<file path="src/rtl/serial_sub.sv">
`default_nettype none
// ============================================================================
// Module      : serial_sub
// Description : Bit-serial unsigned subtractor. Computes a-b LSB first, one bit
//               per clock, with a registered difference and final borrow.
// Revision    : 1.0 - initial release
// ============================================================================
module serial_sub #(
    parameter int WIDTH = 8
) (
    input  logic             clk,
    input  logic             rst,
    input  logic             start,
    input  logic [WIDTH-1:0] a,
    input  logic [WIDTH-1:0] b,
    output logic             busy,
    output logic             done,
    output logic [WIDTH-1:0] diff,
    output logic             borrow
);

    localparam int               CNT_W      = (WIDTH > 1) ? $clog2(WIDTH) : 1;
    localparam logic [CNT_W-1:0] c_LAST_BIT = CNT_W'(WIDTH - 1);

    localparam logic [1:0] S_IDLE = 2'd0;
    localparam logic [1:0] S_RUN  = 2'd1;
    localparam logic [1:0] S_DONE = 2'd2;

    logic [1:0]       r_state;
    logic [1:0]       w_state_nxt;
    logic [WIDTH-1:0] r_a;
    logic [WIDTH-1:0] r_b;
    logic [WIDTH-1:0] r_res;
    logic [WIDTH-1:0] r_diff;
    logic             r_borrow;
    logic             r_bin;
    logic [CNT_W-1:0] r_cnt;

    logic             w_accept;
    logic             w_last;
    logic             w_ai;
    logic             w_bi;
    logic             w_d;
    logic             w_bout;
    logic [WIDTH-1:0] w_res_nxt;

    // A new operation may only start from IDLE or DONE; start in RUN is dropped.
    assign w_accept  = start && ((r_state == S_IDLE) || (r_state == S_DONE));
    assign w_last    = (r_cnt == c_LAST_BIT);

    assign w_ai      = r_a[0];
    assign w_bi      = r_b[0];
    assign w_d       = w_ai ^ w_bi ^ r_bin;
    assign w_bout    = (~w_ai & w_bi) | (~(w_ai ^ w_bi) & r_bin);
    assign w_res_nxt = {w_d, r_res[WIDTH-1:1]};

    // State register
    always_ff @(posedge clk) begin
        if (rst) begin
            r_state <= S_IDLE;
        end else begin
            r_state <= w_state_nxt;
        end
    end

    // Next-state logic
    always_comb begin
        w_state_nxt = r_state;
        case (r_state)
            S_IDLE:  if (start) w_state_nxt = S_RUN;
            S_RUN:   if (w_last) w_state_nxt = S_DONE;
            S_DONE:  w_state_nxt = start ? S_RUN : S_IDLE;
            default: w_state_nxt = S_IDLE;
        endcase
    end

    // Output decode
    always_comb begin
        busy = 1'b0;
        done = 1'b0;
        case (r_state)
            S_RUN:   busy = 1'b1;
            S_DONE:  done = 1'b1;
            default: begin
                busy = 1'b0;
                done = 1'b0;
            end
        endcase
    end

    // Datapath: operand shifters, borrow chain, result capture
    always_ff @(posedge clk) begin
        if (rst) begin
            r_a      <= '0;
            r_b      <= '0;
            r_res    <= '0;
            r_bin    <= 1'b0;
            r_cnt    <= '0;
            r_diff   <= '0;
            r_borrow <= 1'b0;
        end else if (w_accept) begin
            r_a   <= a;
            r_b   <= b;
            r_res <= '0;
            r_bin <= 1'b0;
            r_cnt <= '0;
        end else if (r_state == S_RUN) begin
            r_a   <= {1'b0, r_a[WIDTH-1:1]};
            r_b   <= {1'b0, r_b[WIDTH-1:1]};
            r_res <= w_res_nxt;
            r_bin <= w_bout;
            r_cnt <= r_cnt + 1'b1;
            // Visible result only moves on the completion edge.
            if (w_last) begin
                r_diff   <= w_res_nxt;
                r_borrow <= w_bout;
            end
        end
    end

    assign diff   = r_diff;
    assign borrow = r_borrow;

endmodule
`default_nettype wire

</file>
<file path="config.mk">
export PLATFORM = sky130hd
export DESIGN_NAME = serial_sub
export DESIGN_NICKNAME = d
export VERILOG_FILES = /design/src/rtl/serial_sub.sv
export SDC_FILE = /design/constraint.sdc
export NUM_CORES = 1
export LEC_CHECK = 0
export CAP_MARGIN = 20
export CORE_UTILIZATION = 35
export CTS_BUF_LIST = sky130_fd_sc_hd__clkbuf_2 sky130_fd_sc_hd__clkbuf_4 sky130_fd_sc_hd__clkbuf_8
export DETAILED_ROUTE_END_ITERATION = 8
export GPL_TIMING_DRIVEN = 0
export HOLD_SLACK_MARGIN = 0.1
export SKIP_LAST_GASP = 1
export SLEW_MARGIN = 40
export SYNTH_ARGS = -nofsm -noshare
export SYNTH_HDL_FRONTEND = slang
export SYNTH_SLANG_ARGS = --single-unit
</file>
<file path="constraint.sdc">
create_clock -name clk -period 3.6 [get_ports clk]
set_input_delay 0.36 -clock clk [delete_from_list [all_inputs] [get_ports clk]]
set_output_delay 0.36 -clock clk [all_outputs]
set_load 0.02 [all_outputs]
</file>
# After elaboration in Yosys (flattened, before gate mapping)
# Cells that the tools add are included.
[word_totals]
wordCells = 39
in_bits = 19
output_inout_bits = 11
register_bits = 39
[op_classes]
bitwise_logic = 8
add_sub_neg = 1
muxes = 10
n_reduce_logical = 7
n_eq_ne = 5
[op_table]
columns = ["operator", "count"]
rows = [
  ["two-way mux 8 bit", 4],
  ["case mux 2 bit (3 select lines)", 1],
  ["two-way mux 2 bit", 2],
  ["inequality test 2 bit (second input constant)", 2],
  ["adder 3 x 1 -> 3 bit (second input constant)", 1],
  ["equality test 3 bit (second input constant)", 1],
  ["two-way mux 1 bit", 3],
  ["NOT 1 bit", 3],
  ["AND reduction 3 bit", 1],
  ["bitwise AND 1 bit", 2],
  ["equality test 2 x 1 -> 1 bit (second input constant)", 1],
  ["equality test 2 bit (second input constant)", 1],
  ["zero test 2 bit", 1],
  ["AND reduction 2 bit", 1],
  ["nonzero test 2 bit", 1],
  ["OR reduction 2 bit", 1],
  ["XOR 1 bit", 2],
  ["logical AND 1 bit", 1],
  ["logical OR 1 bit", 1],
  ["OR 1 bit", 1],
]

# Depth between registers and ports, before layout
[logic_depth]
word_depth = 5
depth_mapped = 6
depth_no_buf = 5

# Worst setup path before layout
# Ideal clock, no wire load.
[synth_timing]
path_kind = "register to register"
start = "register r_cnt[0]"
end = "register r_state[0]"
stages_incl_launch_ff = 6
arrival_ns = 1.111
t_required_ns = 3.472
path_slack_ns = 2.362
path_buffers = 1
period_less_slack_ns = 1.238
setup_ns = 0.128
cell_sequence = "dfxtp_1 -> ha_1 -> ha_1 -> buf_1 -> o21a_1 -> nor2_1"
[synth_between]
elab_chain_cells = 3
[synth_rtl]
columns = ["item", "line", "rtl"]
rows = [
  ["start, declared", "37", "logic [CNT_W-1:0] r_cnt;"],
  ["start signal, assigned", "112", "r_cnt <= r_cnt + 1'b1;"],
  ["equality test 3 bit", "49", "assign w_last = (r_cnt == c_LAST_BIT);"],
  ["inequality test 2 bit (no source line)", "n/a", ""],
  ["AND reduction 2 bit (no source line)", "n/a", ""],
  ["end signal, assigned", "62", "r_state <= w_state_nxt;"],
  ["end, declared", "29", "logic [1:0] r_state;"],
]
# Every way passes these cells.
# A chain may end at the register's enable or synchronous reset.

# Worst setup path after layout
[layout_timing]
start = "register r_state[0]"
end = "output port busy"
[layout_between]
elab_chain_cells = 2
[layout_rtl]
columns = ["item", "line", "rtl"]
rows = [
  ["equality test 2 x 1 -> 1 bit", "81", "case (r_state)"],
  ["two-way mux 1 bit", "81", ""],
  ["end, declared", "16", "output logic busy,"],
]
# Every way passes these cells.

==> results_dict.tcl <==
set metrics [dict create \
    critPathRequiredTime_ns 3.24 \
    cp.arrival_ns 1.83 \
    via_per_inst 5.043 \
    synthCells 173 \
    relSlewSlack_pct 68.88 \
    start_util_pct 37.28 \
    cp-end-kind "output pin" \
    syn_to_final_growth_pct 27.81 \
    synth_edf_count 0 \
    die_area_sq_um 4651 \
    yosys_warnings 0 \
    placed_cell_area_sq_um 1877 \
    synth-seq-cells 38 \
    design_area_sq_um 1961 \
    antenna_found_initial 0 \
    pre_cts_slack_ns 1.732 \
    power_leakage_nw 0.6796 \
    setup_slack_ns 1.413 \
    port_buffers 28 \
    hold_viol 0 \
    htree_levels 2 \
    cp-startpoint "r_state[0]" \
    start_kind "flip-flop" \
    grt_pass1_wl_um 5727 \
    root_buffer "clkbuf_8" \
    synth_nets 195 \
    cts_sinks 38 \
    cap_violations 0 \
    skew_ns 0.005089 \
    ys.flop_type "dfxtp_1" \
    clk_latency_ns 0.29 \
    reg2reg_slack_ns 2.18 \
    die_x_um 68.20 \
    synthDistinctLibCells 27 \
    ys_async_sr_fraction_pct 0 \
    drtAntennaViolNets 0 \
    cts_resized 0 \
    min_path_type "input pin to flip-flop" \
    reg2reg_from "r_cnt[0]" \
    fmax_mhz 457.3 \
    hold_buffers 0 \
    coreArea_sq_um 4115 \
    endpoint "busy" \
    yosysTopAreaCell "dfxtp_1" \
    power_density_nw_per_um2 439.8 \
    crit_fanout 10 \
    route.vias.total 1301 \
    finalSetupViolCount 0 \
    grt_start_max_net_pins 11 \
    io_pins 30 \
    drive_above_1_share_pct 11.54 \
    syn_avg_cell_area_sq_um 8.867 \
    drtPass1Iterations 4 \
    fin_crit_sh_pct 60.74 \
    r2r_end "diff[1]" \
    fin_crit_ns 2.187 \
    ys_top_cells_by_area "dfxtp_1 (50%), nand2_1 (8.1%), a21oi_1 (6.9%)" \
    wl_per_cell_um 13.40 \
    cts_setup_buffers 0 \
    rows 23 \
    rsz0062_at_grt "false" \
    r2r_cells 5 \
    wl_um 3458 \
    worst_pin_slew_ns 0.4668 \
    dp_hpwl_um 2546 \
    synth_top_area_share_pct 49.59 \
    cts_tree "built" \
    numCtsBuffers 5 \
    fp.dieH_um 68.20 \
    finalWeightedCongestion 0.7106 \
    first_global_vias 1270 \
    fillCellCount 413 \
    synth_seq_area_share_pct 49.59 \
    antenna_cells 0 \
    status "completed" \
    ir_drop_uv 164.8 \
    clk_path_buf_depth 2 \
    grt_usage_pct 17.28 \
    drt_iter0_markers 50 \
    clk_pin_slew_ns 0.07 \
    fin_nets 230 \
    tns_ns 0 \
    syn-cell-area_sq_um 1534 \
    report.final.slew_viol_count 0 \
    criticalPathCategory "flip-flop to output pin" \
    grt-ovfl-total 0 \
    drc 0 \
]
==> cell families (layout without fill, tap and decap cells) <==
| group | Yosys count | after routing | share of synthesized area (%) |
|---|---|---|---|
| XOR/XNOR | 1 | 1 | 0.5711 |
| AO/OA/AOI/OAI | 39 | 39 | 16.88 |
| AND/OR/NAND/NOR | 74 | 74 | 21.62 |
| adder cells (fa/ha/maj) | 3 | 3 | 2.936 |
| buffers and inverters | 17 | 52 | 7.749 |
| multiplexers | 1 | 1 | 0.6526 |
| flip-flops | 38 | 38 | 49.59 |
==> synthesized netlist by cell type (2+ instances only) <==
master	n
nor2b_1	2
a311oi_1	2
nand2b_1	2
nand3_1	11
ha_1	2
inv_1	2
a21oi_1	21
o22ai_1	9
clkbuf_1	2
buf_2	5
nor3_1	17
a22oi_1	2
buf_6	5
a311oi_2	3
nor2_1	7
dfxtp_1	38
nand2_1	33
==> sequential cells by signal (all words and copies together), names as in the netlist <==
register / flops
borrow: 1
r_cnt: 3
r_a: 8
r_b: 8
r_bin: 1
diff: 8
r_state: 2
r_res: 7
==> routing by layer <==
metal | vias to the layer above | share of wire [%] | track usage [%]
met2 | 23 | 47 | 27.70
li1 | 671 | - | -
met4 | 0 | 1.4 | 8.594
met1 | 603 | 47 | 20.73
met5 | - | 0 | 0
met3 | 4 | 4.1 | 5.333
==> layout make-up <==
class / count / area, sq um / area share, %
flip-flops and latches: 38 / 760.7 / 38.80
multi-input cells: 118 / 654.4 / 33.38
repair buffers: 28 / 280.3 / 14.29
plain buffers: 14 / 100.1 / 5.105
clock buffers: 7 / 83.83 / 4.276
well taps: 50 / 62.56 / 3.191
inverters: 3 / 18.77 / 0.9572
==> through the flow <==
| stage | power (W) | util, % | hold slack (ns) | std cells |
|---|---|---|---|---|
| 5_1_grt | 0.0008985 | 47.64 | 0.4028 | 258 |
| 4_1_cts | 0.0008701 | 47.64 | 0.3878 | 258 |
| 3_3_place_gp | 0.0005809 | 45.61 | 0.4444 | 251 |
| 3_5_place_dp | 0.0005849 | 45.61 | 0.4501 | 251 |
| 2_1_floorplan | 0.0005409 | - | 0.4366 | 173 |
| 6_report | 0.0008624 | 47.64 | 0.3972 | 258 |
==> how the worst min path moves through the flow <==
stage	startpoint	to	cells after the start
2_1_floorplan	r_res[1]	r_res[1]	2
3_3_place_gp	r_res[1]	r_res[1]	2
3_5_place_dp	r_res[1]	r_res[1]	2
4_1_cts	rst	borrow	2
5_1_grt	rst	r_b[6]	2
6_report	rst	borrow	2
==> where the power goes <==
group	leakage, nW	total (W)	internal (W)	switching (W)
Combinational	0.324	0.000124	0.0000587	0.0000651
Clock	0.0452	0.000287	0.000148	0.000139
Sequential	0.310	0.000452	0.000440	0.0000113
==> layout by cell type (no fill, tap or decap) <==
cell | synthesis | layout
nand3b_1 | 1 | 1
a311oi_1 | 2 | 2
clkbuf_8 | 0 | 5
clkbuf_4 | 0 | 2
nand2_1 | 33 | 33
a22oi_1 | 2 | 2
nand2b_1 | 2 | 2
mux2i_1 | 1 | 1
clkdlybuf4s50_1 | 0 | 28
a211oi_2 | 1 | 1
buf_6 | 5 | 5
a21oi_1 | 21 | 21
buf_1 | 1 | 1
inv_8 | 1 | 1
o22ai_1 | 9 | 9
nand3_1 | 11 | 11
ha_1 | 2 | 2
nor3_1 | 17 | 17
xnor2_1 | 1 | 1
o21a_1 | 1 | 1
fa_1 | 1 | 1
buf_4 | 1 | 1
dfxtp_1 | 38 | 38
nor2b_1 | 2 | 2
a311oi_2 | 3 | 3
buf_2 | 5 | 5
nor2_1 | 7 | 7
nand2b_2 | 1 | 1
inv_1 | 2 | 2
clkbuf_1 | 2 | 2
==> worst max-delay path, stage by stage (launching register included) <==
cell and delay [ns]:
dfxtp_1 0.44, nand2b_1 0.10, buf_6 0.16, inv_8 0.09, buf_6 0.14, clkdlybuf4s50_1 0.61
(Power assumes the default switching activity.)
